**config.mk**
```make
export PLATFORM = sky130hd
export DESIGN_NAME = bp_be_fcsr_accum
export DESIGN_NICKNAME = d
export VERILOG_FILES = /design/src/rtl/bp_be_fcsr_accum_pkg.sv /design/src/rtl/bp_be_fflags_pipe.sv /design/src/rtl/bp_be_fcsr_accum.sv
export SDC_FILE = /design/constraint.sdc
export NUM_CORES = 1
export LEC_CHECK = 0
export ABC_AREA = 1
export CAP_MARGIN = 25
export CORE_UTILIZATION = 30
export DETAILED_ROUTE_END_ITERATION = 16
export HOLD_SLACK_MARGIN = 0.02
export PLACE_DENSITY = 0.58
export SYNTH_ARGS = -nofsm -noshare
export SYNTH_HDL_FRONTEND = slang
export SYNTH_HIERARCHICAL = 1
export SYNTH_SLANG_ARGS = --single-unit
```
**constraint.sdc**
```tcl
create_clock -name clk_i -period 1.95 [get_ports clk_i]
set_input_delay 0.39 -clock clk_i [delete_from_list [all_inputs] [get_ports clk_i]]
set_output_delay 0.39 -clock clk_i [all_outputs]
set_load 0.01 [all_outputs]
```
**src/rtl/bp_be_fcsr_accum_pkg.sv**
```systemverilog
// Shared types and CSR addresses for the FP flag accumulator: the fflags record
// and the three FP CSR addresses the block responds to.
package bp_be_fcsr_accum_pkg;

    typedef struct packed {
        logic nv;
        logic dz;
        logic of;
        logic uf;
        logic nx;
    } bp_be_fflags_s;

    localparam logic [11:0] bp_be_csr_fflags_addr_gp = 12'h001;
    localparam logic [11:0] bp_be_csr_frm_addr_gp    = 12'h002;
    localparam logic [11:0] bp_be_csr_fcsr_addr_gp   = 12'h003;

    localparam logic [2:0] bp_be_frm_rne_gp = 3'd0;

    // Encodings 5..7 are reserved for the architectural rounding mode.
    function automatic logic bp_be_frm_reserved(input logic [2:0] frm);
        return (frm > 3'd4);
    endfunction

endpackage

```
**src/rtl/bp_be_fflags_pipe.sv**
```systemverilog
// Valid+flags shift register from FP flag capture to commit. Stage 0 is the live
// input; stages 1..depth-1 are registered, so a depth of 1 commits combinationally.
module bp_be_fflags_pipe
    import bp_be_fcsr_accum_pkg::*;
#(
    parameter int pipe_depth_p = 4
) (
    input  logic          clk_i,
    input  logic          reset_i,
    input  logic          flush_i,
    input  logic          v_i,
    input  bp_be_fflags_s flags_i,
    output logic          v_o,
    output bp_be_fflags_s flags_o
);

    logic          [pipe_depth_p-1:0] vld_pipe;
    bp_be_fflags_s [pipe_depth_p-1:0] flags_pipe;

    assign vld_pipe[0]   = v_i;
    assign flags_pipe[0] = flags_i;

    generate
        if (pipe_depth_p > 1) begin : g_regs
            logic          [pipe_depth_p-1:1] vld_r;
            bp_be_fflags_s [pipe_depth_p-1:1] flags_r;

            // Flush drops every stage, including the live input about to be captured.
            always_ff @(posedge clk_i or posedge reset_i) begin
                if (reset_i) begin
                    vld_r   <= '0;
                    flags_r <= '0;
                end else begin
                    for (int i = 1; i < pipe_depth_p; i++) begin
                        vld_r[i]   <= vld_pipe[i-1] & ~flush_i;
                        flags_r[i] <= flags_pipe[i-1];
                    end
                end
            end

            assign vld_pipe[pipe_depth_p-1:1]   = vld_r;
            assign flags_pipe[pipe_depth_p-1:1] = flags_r;
        end
    endgenerate

    assign v_o     = vld_pipe[pipe_depth_p-1];
    assign flags_o = flags_pipe[pipe_depth_p-1];

endmodule

```
**src/rtl/bp_be_fcsr_accum.sv**
```systemverilog
// FP CSR owner: accumulates retiring ops' fflags, holds frm for the FP pipe,
// serves fflags/frm/fcsr reads and writes, and tracks FS-dirty.
module bp_be_fcsr_accum
    import bp_be_fcsr_accum_pkg::*;
#(
    parameter int pipe_depth_p = 4
) (
    input  logic        clk_i,
    input  logic        reset_i,
    input  logic        fp_v_i,
    input  logic [4:0]  fflags_i,
    input  logic        flush_i,
    output logic [2:0]  frm_o,
    output logic        frm_invalid_o,
    input  logic        csr_w_v_i,
    input  logic [11:0] csr_addr_i,
    input  logic [7:0]  csr_wdata_i,
    output logic [7:0]  csr_rdata_o,
    output logic        commit_v_o,
    output logic        dirty_o,
    input  logic        dirty_clr_i
);

    bp_be_fflags_s pipe_flags;
    logic          pipe_v;

    bp_be_fflags_pipe #(.pipe_depth_p(pipe_depth_p)) pipe (
        .clk_i   (clk_i),
        .reset_i (reset_i),
        .flush_i (flush_i),
        .v_i     (fp_v_i),
        .flags_i (bp_be_fflags_s'(fflags_i)),
        .v_o     (pipe_v),
        .flags_o (pipe_flags)
    );

    bp_be_fflags_s fflags_r, fflags_n, commit_flags;
    logic [2:0]    frm_r, frm_n;
    logic          dirty_r, dirty_n;
    logic          hit_fflags, hit_frm, is_fcsr;

    assign commit_v_o   = pipe_v & ~flush_i;
    assign commit_flags = commit_v_o ? pipe_flags : '0;

    assign is_fcsr    = (csr_addr_i == bp_be_csr_fcsr_addr_gp);
    assign hit_fflags = csr_w_v_i & ((csr_addr_i == bp_be_csr_fflags_addr_gp) | is_fcsr);
    assign hit_frm    = csr_w_v_i & ((csr_addr_i == bp_be_csr_frm_addr_gp) | is_fcsr);

    // The committing op is younger than a same-cycle CSR write, so its flags
    // are ORed on top of the written value.
    always_comb begin
        fflags_n = (hit_fflags ? bp_be_fflags_s'(csr_wdata_i[4:0]) : fflags_r) | commit_flags;
        frm_n    = frm_r;
        if (hit_frm)
            frm_n = is_fcsr ? csr_wdata_i[7:5] : csr_wdata_i[2:0];
        dirty_n  = dirty_r;
        if (hit_fflags | hit_frm | (|commit_flags))
            dirty_n = 1'b1;
        else if (dirty_clr_i)
            dirty_n = 1'b0;
    end

    always_ff @(posedge clk_i or posedge reset_i) begin
        if (reset_i) begin
            fflags_r <= '0;
            frm_r    <= bp_be_frm_rne_gp;
            dirty_r  <= 1'b0;
        end else begin
            fflags_r <= fflags_n;
            frm_r    <= frm_n;
            dirty_r  <= dirty_n;
        end
    end

    // Reads see only current register state; no bypass of same-cycle updates.
    always_comb begin
        csr_rdata_o = '0;
        case (csr_addr_i)
            bp_be_csr_fflags_addr_gp: csr_rdata_o = {3'b000, fflags_r};
            bp_be_csr_frm_addr_gp:    csr_rdata_o = {5'b00000, frm_r};
            bp_be_csr_fcsr_addr_gp:   csr_rdata_o = {frm_r, fflags_r};
            default:                  csr_rdata_o = '0;
        endcase
    end

    assign frm_o         = frm_r;
    assign frm_invalid_o = bp_be_frm_reserved(frm_r);
    assign dirty_o       = dirty_r;

endmodule

```
==> flow_summary_export.csv <==
group,metric,value,unit
sta,clock_skew,0.000922,ns
route,wl_per_cell,11.6,µm
setup_path,end_kind,"output pin",
clock_tree,cts_buffer_depth,2,
sta,relSlewSlack,56.8,%
final_layout,diodes,0,
min_path,hold_depth,0,
sta,final_hold_viol_count,0,
synthesis,synth_edf_count,0,
sta,whs,0.352,ns
route,dr.pass1.iters,4,
setup_path,r2r_end,"dirty_o",
die,die_h,65.8,µm
synthesis,netlist_instances,130,
run,max-cap-violations,0,
sta,setup_viol,0,
clock_tree,clkSinkCount,27,
setup_path,regToRegSetupSlack,0.82,ns
setup_path,arrival,1.49,ns
synthesis,syn_avg_cell_area,9.38,µm²
min_path,hold_path_class,"flip-flop to flip-flop",
synthesis,synth_nets,161,
route,wl,2660,µm
grt,grt_antenna_before_repair,0,
grt,grt_pass1_vias,1010,
synthesis,synth_largest_area_cell,"dfrtp_1",
sta,worst_pin_slew,0.647,ns
min_path,holdCritStartpoint,"pipe/flags_pipe[10]",
sta,period_share,96.5,%
sta,rsz0062_at_grt,"false",
synthesis,async_flop_share,100,%
final_layout,finish.utilization,47.7,%
setup_path,r2r_start,"pipe/g_regs.vld_r[3]",
final_layout,layout-drive-gt1-share,24.2,%
synthesis,ys_ff_latch,27,
clock_tree,cts.htree.levels,1,
die,core,3770,µm²
final_layout,fillCellCount,365,
grt,grt.overflow.total,0,
synthesis,yosys-top-cells-count,"29 x nand2_1, 27 x dfrtp_1, 14 x inv_1",
sta,slew_violations,0,
sta,fin_setup_tns,0,ns
die,fp.dieArea,4330,µm²
synthesis,ys_dominant_reg_cell,"dfrtp_1",
power,ir_drop,419,µV
place,port_buffers,44,
die,die_w,65.8,µm
route,first_iter_violations,36,
place,gp_congestion,0.731,
sta,fmax,531,MHz
sta,layout_min_cycle_time,1.88,ns
route,vias_per_cell,4.25,
route,drc,0,
power,power_density,594,nW/µm²
clock_tree,clk_root_buffer_cell,"clkbuf_8",
synthesis,ys_seq_area_share,55.4,%
place,dpl_cell_area,1730,µm²
grt,grt_pass1_wl,4400,µm
die,row_count,22,
synthesis,ys_types,22,
setup_path,crit_fanout,2,
clock_tree,clk_latency,0.26,ns
setup_path,path_class,"input port to output pin",
final_layout,multi_input_comb_area,460,µm²
setup_path,rr_worst_depth,7,
final_layout,area_delta_synth_final,47.6,%
final_layout,nets,214,
die,io_pins,45,
synthesis,yosysMostFrequentCell,"nand2_1",
power,p_total,1.07,mW
setup_path,crit_start,"flush_i",
route,ant_nets,0,
synthesis,netlist_area,1220,µm²
synthesis,yosysWarnings,6,
final_layout,regArea,676,µm²
clock_tree,cts_tree,"built",
grt,grt_use_total,13.6,%
die,initial_core_util,32.3,%
power,power_leakage,0.899,nW
setup_path,worst_setup_path_start_kind,"input port",
clock_tree,cts_hold_buf,0,
place,dpl.hpwl,2070,µm
clock_tree,clkTransAtPathRegs,0.08,ns
setup_path,cp.required,1.56,ns
synthesis,synth.area.top_cells,"dfrtp_1 55%, nand2_1 8.9%, nand3_1 4.9%",
final_layout,final_area,1800,µm²
grt,grt_max_degree,19,
min_path,holdPathEnd,"pipe/flags_o[0]",
clock_tree,numCtsBuffers,3,
outcome,status,"finished, final reports clean",
synthesis,yosysTopAreaCellShare,55.4,%
route,routed-via-count,978,
area by class of cell:
cell class,instances,share of cell area [%]
inverters,17,3.54
clock inverters,1,0.278
clock buffers,3,2.29
multi-input cells,79,25.6
repair buffers,55,27.4
well taps,48,3.34
flip-flops and latches,27,37.5
report_power, final:
part	internal [mW]	total (mW)	switching (mW)	leakage (nW)
sequential	0.603	0.623	0.0196	0.312
combinational	0.0800	0.148	0.0684	0.561
clock	0.143	0.299	0.156	0.0255
metal layers:
| metal | global-route usage, % | part of all wire [%] | vias to the layer above |
|---|---|---|---|
| met5 | 0 | 0 | - |
| met4 | 4.89 | 1.2 | 0 |
| li1 | - | - | 505 |
| met3 | 2.24 | 6.1 | 4 |
| met2 | 23.3 | 47 | 35 |
| met1 | 17.0 | 45 | 434 |
worst max-delay path, cell delays in order:
cell and delay, ns:
clkdlybuf4s50_1 0.43, nor2_2 0.13, clkdlybuf4s50_1 0.54
worst max path at each step:
stage                     endpoint  slack [ns]  cells past startpoint
floorplan           csr_rdata_o[3]        0.41                      6
global placement    csr_rdata_o[7]       -0.41                      7
detailed placement  csr_rdata_o[7]       -0.44                      7
CTS                 csr_rdata_o[0]        0.02                      7
global route        csr_rdata_o[0]       0.004                      7
finish                  commit_v_o        0.07                      3
cells by family (layout without fill, tap and decap cells):
| logic type | Yosys count | after routing | share of synthesized area [%] |
|---|---|---|---|
| AND/OR/NAND/NOR | 70 | 70 | 28.8 |
| buffers and inverters | 24 | 76 | 9.64 |
| flip-flops | 27 | 27 | 55.4 |
| AO/OA/AOI/OAI | 9 | 9 | 6.15 |
through the flow:
stage | setup WS [ns] | instances
after floorplan | 0.412 | 130
after global placement | -0.410 | 223
after detailed placement | -0.442 | 223
after CTS | 0.0163 | 230
after global routing | 0.00361 | 230
final | 0.0675 | 230
layout by cell type (no fill, tap or decap), drive strengths merged:
master         synthesis  layout
dlymetal6s2s           0       1
o21bai                 3       3
clkbuf                 0       3
nand4                  5       5
nor2                  18      18
dlygate4sd2            0       8
inv                   17      17
a21oi                  1       1
nor3                   1       1
clkdlybuf4s50          0      27
nand2                 33      33
dfrtp                 27      27
o21ai                  5       5
clkinv                 0       1
buf                    7      19
nand3                 13      13
registers in the layout, summed over array words and instances, names as in the netlist:
name	flops
pipe/flags_o	5
dirty_o	1
pipe/flags_pipe	10
fflags_r	5
frm_o	3
pipe/g_regs.vld_r	3
timing repair:
item                                    CTS  global route
gates resized for setup                  45             6
gates cloned                              0             0
setup buffers                             3             0
pin swaps                                 8             3
endpoints found under the setup margin    8             3
(Power assumes the default switching activity.)
